[src/rtl/fifo_wptr_full.sv]
// Async FIFO write side: binary/Gray write pointer, read-pointer synchroniser, full flag and fill level.
// Latency: pointer, full and level update on the accepting edge; read-pointer moves appear after SYNC_STAGES+1 edges.
// Backpressure: a write is taken only when w_en is high and the registered full is low. almost_full needs FIFO_ALMOST_FULL_EN.
module fifo_wptr_full #(
    parameter int d_width     = 8,
    parameter int depth       = 8,
    parameter int SYNC_STAGES = 2,
    parameter int AF_THRESH   = depth - 2,
    localparam int ADDR       = $clog2(depth)
) (
    input  logic            wclk,
    input  logic            wrst,
    input  logic            w_en,
    input  logic [ADDR:0]   rptr_gray_async,
    output logic [ADDR:0]   bin_w_ptr,
    output logic [ADDR:0]   ram_w_addr,
    output logic [ADDR:0]   gray_w_ptr,
    output logic            full,
    output logic [ADDR:0]   w_level,
    output logic            almost_full
);

    if (d_width < 1 || depth < 4 || (depth & (depth - 1)) != 0 || SYNC_STAGES < 2 ||
        AF_THRESH < 0 || AF_THRESH > depth) begin : g_param_check
        $error("fifo_wptr_full: illegal parameter set");
    end

    logic [ADDR:0] bin_q, bin_d;
    logic [ADDR:0] gray_q, gray_d;
    logic          full_q, full_d;
    logic [ADDR:0] level_q, level_d;
    logic [ADDR:0] sync_q [SYNC_STAGES];
    logic [ADDR:0] rq_sync;
    logic [ADDR:0] rbin_sync;
    logic          wacc;

    always_ff @(posedge wclk) begin
        if (wrst) begin
            for (int i = 0; i < SYNC_STAGES; i++) sync_q[i] <= '0;
        end else begin
            sync_q[0] <= rptr_gray_async;
            for (int i = 1; i < SYNC_STAGES; i++) sync_q[i] <= sync_q[i-1];
        end
    end

    assign rq_sync = sync_q[SYNC_STAGES-1];

    // Gray-to-binary: bit i is the XOR of all Gray bits at or above i.
    always_comb begin
        rbin_sync = '0;
        for (int i = 0; i <= ADDR; i++) rbin_sync[i] = ^(rq_sync >> i);
    end

    always_comb begin
        wacc    = w_en & ~full_q;
        bin_d   = bin_q + (ADDR+1)'(wacc);
        gray_d  = bin_d ^ (bin_d >> 1);
        full_d  = (gray_d == {~rq_sync[ADDR:ADDR-1], rq_sync[ADDR-2:0]});
        level_d = bin_d - rbin_sync;
    end

    always_ff @(posedge wclk) begin
        if (wrst) begin
            bin_q   <= '0;
            gray_q  <= '0;
            full_q  <= 1'b0;
            level_q <= '0;
        end else begin
            bin_q   <= bin_d;
            gray_q  <= gray_d;
            full_q  <= full_d;
            level_q <= level_d;
        end
    end

    assign bin_w_ptr  = bin_q;
    assign ram_w_addr = {1'b0, bin_q[ADDR-1:0]};
    assign gray_w_ptr = gray_q;
    assign full       = full_q;
    assign w_level    = level_q;

`ifdef FIFO_ALMOST_FULL_EN
    localparam logic [ADDR:0] AF_LVL = (ADDR+1)'(AF_THRESH);
    logic af_q;

    always_ff @(posedge wclk) begin
        if (wrst) af_q <= 1'b0;
        else      af_q <= (level_d >= AF_LVL);
    end

    assign almost_full = af_q;
`else
    assign almost_full = 1'b0;
`endif

endmodule

[config.mk]
export PLATFORM = sky130hd
export DESIGN_NAME = fifo_wptr_full
export DESIGN_NICKNAME = d
export VERILOG_FILES = /design/src/rtl/fifo_wptr_full.sv
export SDC_FILE = /design/constraint.sdc
export NUM_CORES = 1
export LEC_CHECK = 0
export ABC_AREA = 0
export ABC_CLOCK_PERIOD_IN_PS = 7980
export CAP_MARGIN = 25
export CORE_UTILIZATION = 49
export DETAILED_ROUTE_END_ITERATION = 6
export PLACE_DENSITY = 0.82
export SETUP_SLACK_MARGIN = 0.3
export SYNTH_ARGS = -nofsm -noshare
export SYNTH_HDL_FRONTEND = slang
export SYNTH_SLANG_ARGS = --single-unit
[constraint.sdc]
create_clock -name wclk -period 7.98 [get_ports wclk]
set_clock_uncertainty 0.15 [all_clocks]
set_input_delay 1.995 -clock wclk [delete_from_list [all_inputs] [get_ports wclk]]
set_output_delay 1.995 -clock wclk [all_outputs]
set_load 0.02 [all_outputs]
# --- Yosys cells after proc, flatten, opt, wreduce, memory -nomap -nowiden ---
# Memory sizes are Yosys's and may differ from the RTL's.
# Index checks and enable logic that the tools add are counted.
op_classes:
  reduce_logical: 4
  add_sub_neg: 2
  n_bitwise: 6
  mux: 5
  eq_ne: 1
ops:
  columns: ["operator", "count"]
  rows:
  - ["$reduce_xor 4->1", 4]
  - ["$mux 4", 2]
  - ["$add 4x1->4", 1]
  - ["$eq 4x4->1", 1]
  - ["$sub 4x4->4", 1]
  - ["$xor 4x3->4", 1]
  - ["$mux 1", 3]
  - ["$not 2->2", 1]
  - ["$or 1x1->1", 2]
  - ["$and 1x1->1", 1]
  - ["$not 1->1", 1]
totals:
  mem_bits_rw: 8
  n_memories: 1
  regBits: 13
  wordCells: 23
  input_bits: 7
  output_inout_bits: 18
mem_list:
  columns: ["memory", "depth", "word_bits", "read_ports", "rd_clocked_by_memory_dff", "write_ports", "line", "rtl"]
  rows:
  - ["sync_q", 2, 4, 2, 0, 2, "32", "logic [ADDR:0] sync_q [SYNC_STAGES];"]

# --- Longest topological paths before layout ---
logic_depth:
  depth_word: 5
  depth_mapped: 8

# --- Least setup slack after synthesis ---
# Ideal clock, no wire load.
synth_timing:
  path_kind: "input-to-reg"
  from: "input port w_en"
  to: "register level_q[2] (netlist: w_level[2])"
  t_required_ns: 7.709
  stages: 8
  arrival_time_ns: 3.701
  path_buffers: 1
  slack_ns: 4.008
  cell_sequence: "nor2b_1 ha_1 ha_1 clkbuf_1 xor2_1 ha_1 mux2i_1 mux2_2"
synth_between:
  elab_chain_cells: 3
synth_lines:
  columns: ["element", "line", "rtl"]
  rows:
  - ["start, declared", "13", "input logic w_en,"]
  - ["$and 1x1->1", "55", "wacc = w_en & ~full_q;"]
  - ["$add 4x1->4", "56", "bin_d = bin_q + (ADDR+1)'(wacc);"]
  - ["via bin_d[1]", "28", "logic [ADDR:0] bin_q, bin_d;"]
  - ["$sub 4x4->4", "59", "level_d = bin_d - rbin_sync;"]
  - ["end signal, assigned", "72", "level_q <= level_d;"]
  - ["end, declared", "31", "logic [ADDR:0] level_q, level_d;"]
# The timed path passes the listed nets, and every way through them passes these cells.
# A chain may end at the register's enable or synchronous reset.

# --- Worst setup path after layout ---
# Ends and elaborated chain as after synthesis.

==> run_results.csv <==
group,metric,value,unit
outcome,outcome,"completed",
die,start_util,0.5181,
logic_synthesis,synthArstFlopShare,0,
logic_synthesis,synth_mux_area_frac,0.05874,
logic_synthesis,synth_top_area_frac,0.4476,
cts,cts_tree,"done",
final_layout,n_antenna_cell,0,
sta,setup_viol,0,
detailed_routing,wl_per_cell,9.947,um
critical_path,worst-path-max-fanout,10,
sta,rsz0062_at_grt,"no",
logic_synthesis,synth_compound_area_frac,0.02937,
placement,gp_congestion,0.7138,
critical_path,cp.arrival,4.09,ns
sta,period_minus_slack,4.036,ns
sta,finalSetupTns,0,ns
die,die_w,44.73,um
global_route,grt_max_degree,22,
logic_synthesis,synth_warnings,0,
detailed_routing,drc,0,
logic_synthesis,ys_top_cells_by_count,"dfxtp_1 (20), nor2b_1 (13), nor2_1 (11), buf_4 (6), xnor2_1 (6)",
sta,slew_headroom,0.5242,
logic_synthesis,synthXorXnorAreaFrac,0.1524,
final_layout,drive_gt1_frac,0.07547,
cts,h-tree-depth,1,
detailed_routing,met3_length,90,um
cts,cts_resized,0,
global_route,antenna_found_initial,0,
pwr,powerDensity,218.9,mW/mm2
pwr,total_power,250.8,uW
pwr,p_sw,61.47,uW
sta,tightest_slew,0.7114,ns
critical_path,startpoint_type,"input pin",
logic_synthesis,ys_seq_elements,20,
critical_path,critical_path.top_delay_family,"adder cells",
logic_synthesis,syn_inst,88,
detailed_routing,drtIter0Drc,2,
detailed_routing,wirelength,1.303,mm
global_route,grt_first_pass_wirelength,2.111,mm
logic_synthesis,yosys.area_share.adder,0.05594,
detailed_routing,antenna_left,0,
pwr,pwr-share-comb,0.236,
final_layout,fillers,151,
critical_path,cp_slowest_stage_delay,0.47,ns
die,ioPinCount,25,
sta,slew_violations,0,
logic_synthesis,synth_edf_count,0,
logic_synthesis,syn_avg_cell_area,10.17,um2
global_route,grt_usage,0.1499,
logic_synthesis,synth_top_family_by_area,"simple AND/OR/NAND/NOR gates",
logic_synthesis,synth.area.top_cells,"dfxtp_1 (45%), nor2b_1 (9.1%), xnor2_1 (5.9%), ha_1 (5.6%), buf_4 (5.0%)",
detailed_routing,wl_met2,629,um
pwr,peakVddDrop,119.4,uV
critical_path,critPathBufInv,1,
critical_path,worstSetupPathType,"in -> reg",
detailed_routing,via_per_inst,4.481,
placement,port_buffers,22,
critical_path,crit_path_top_delay_cell,"ha_1",
worst_hold_path,hp-start,"sync_q[0][0]$_SDFF_PP0_",
die,core,0.001727,mm2
global_route,grt_pass1_vias,504,
die,die-area,0.002001,mm2
final_layout,syn_to_final_growth,28.11,%
final_layout,fin_util,0.6638,
sta,holdWs,0.2969,ns
sta,max_freq,0.2478,GHz
cts,cts.clk_slew.worst_paths,0.11,ns
critical_path,cp.required,8.03,ns
logic_synthesis,synthFlopType,"dfxtp_1",
logic_synthesis,synth_area,894.6,um2
sta,finalHoldViolations,0,
critical_path,r2r-start,"sync_q[0][7]$_SDFF_PP0_",
die,core.rowCount,15,
final_layout,nNetsFinal,118,
detailed_routing,drt_pass1_iterations,4,
logic_synthesis,seq_area_frac_synth,0.4476,
cts,clock_path_buffers,2,
placement,hpwlAfterDp,986.8,um
pwr,seqPwrFrac,0.443,
pwr,p_int,189.4,uW
cts,clkSinkCount,20,
sta,period_share,0.5057,
logic_synthesis,yosysMostFrequentCell,"dfxtp_1",
die,die_y,44.73,um
cts,cts_buffers,3,
cts,clk_latency,0.30,ns
critical_path,path_cells,"clkdlybuf4s50_1 -> nor2b_1 -> ha_1 -> ha_1 -> xor2_1 -> ha_1 -> mux2i_1 -> mux2_2",
pwr,p_sw_frac,0.2451,
pwr,leakage,0.4586,nW
cts,cts_hold_buf,0,
detailed_routing,vias,587,
detailed_routing,top_layer,"met3",
logic_synthesis,yosysUniqueCellTypes,21,
critical_path,critPathLaunch,"w_en",
critical_path,endpoint_kind,"register",
cts,post_cts_buffers,0,
logic_synthesis,yosys.area_share.simple,0.1804,
critical_path,crit_top_cell,"ha_1",
pwr,pwr-share-clk,0.320,
worst_hold_path,hold_class,"reg -> reg",
detailed_routing,wl_met1,584,um
global_route,grt_overflow,0,
cts,clockRootBuffer,"clkbuf_4",
logic_synthesis,yosysTopAreaCell,"dfxtp_1",
job,max_cap_violations,0,
-- path summary, 6_finish.rpt --
kind	end	cells past startpoint	slack, ns
max	w_level[2]$_SDFF_PP0_	8	3.94
max reg2reg	w_level[2]$_SDFF_PP0_	8	5.53
min	sync_q[0][4]$_SDFF_PP0_	1	0.30
min reg2reg	sync_q[0][4]$_SDFF_PP0_	1	0.30
-- through the flow --
step | area, um2 | cells | worst slack (ns)
6_report | 1146 | 131 | 3.944
4_1_cts | 1146 | 131 | 3.967
5_1_grt | 1146 | 131 | 3.875
3_5_place_dp | 1094 | 127 | 3.647
2_1_floorplan | 898.4 | 89 | 4.008
3_3_place_gp | 1094 | 127 | 3.668
-- sequential cells by signal, summed over array words and instances, names as in the netlist --
signal	flops
sync_q	8
bin_w_ptr	4
w_level	4
gray_w_ptr	3
full	1
-- cell type report --
| cell class | instances | area [um2] | share of cell area |
|---|---|---|---|
| clock buffer | 3 | 22.52 | 0.01965 |
| timing repair buffer | 22 | 220.2 | 0.1921 |
| multi-input combinational | 58 | 434.2 | 0.3788 |
| sequential | 20 | 400.4 | 0.3493 |
| inverter | 2 | 7.507 | 0.006550 |
| clock inverter | 1 | 30.03 | 0.02620 |
| tap | 25 | 31.28 | 0.02729 |
-- power by group through the flow --
stage	Clock [mW]	Sequential [mW]	Combinational, mW
floorplan	0	0.122	0.0321
global placement	0	0.113	0.0583
detailed placement	0	0.114	0.0594
CTS	0.0827	0.111	0.0597
global route	0.0884	0.112	0.0644
finish	0.0803	0.111	0.0593
-- cells by family after synthesis --
kind of cell    count (synthesis)
xor+xnor                       13
simple gates                   31
other cells                     1
fa+ha+maj                       4
compound gates                  3
buf+inv                        11
mux                             5
flops                          20
-- routing by layer --
layer | track usage | vias up
met5 | 0 | -
met4 | 0.03636 | 0
met3 | 0.06000 | 0
met2 | 0.2412 | 22
met1 | 0.1893 | 257
li1 | - | 308
-- worst reg2reg max path: cells and delay by family (launching register included) --
kind                       cells  cell delay, ns
xor gates and xnor gates       3            0.91
muxes                          2            0.49
adders and majority gates      2            0.39
DFF                            1            0.36
buffers and inverters          1            0.06
-- layout by cell type (no fill, tap or decap) --
master | netlist | layout
dfxtp_1 | 20 | 20
nand3_1 | 3 | 3
a21oi_1 | 1 | 1
bufinv_16 | 0 | 1
xnor2_1 | 6 | 6
inv_1 | 2 | 2
nor3_1 | 1 | 1
nor2_1 | 11 | 11
clkbuf_4 | 0 | 3
xor3_1 | 1 | 1
ha_1 | 4 | 4
mux2i_1 | 3 | 3
nor2b_1 | 13 | 13
clkdlybuf4s50_1 | 0 | 22
conb_1 | 1 | 2
and2_1 | 1 | 1
xor2_1 | 5 | 5
o22ai_1 | 1 | 1
a221oi_2 | 1 | 1
or3_1 | 2 | 2
mux2_2 | 2 | 2
xnor2_2 | 1 | 1
Note: power is estimated with default switching activity, not from simulation.
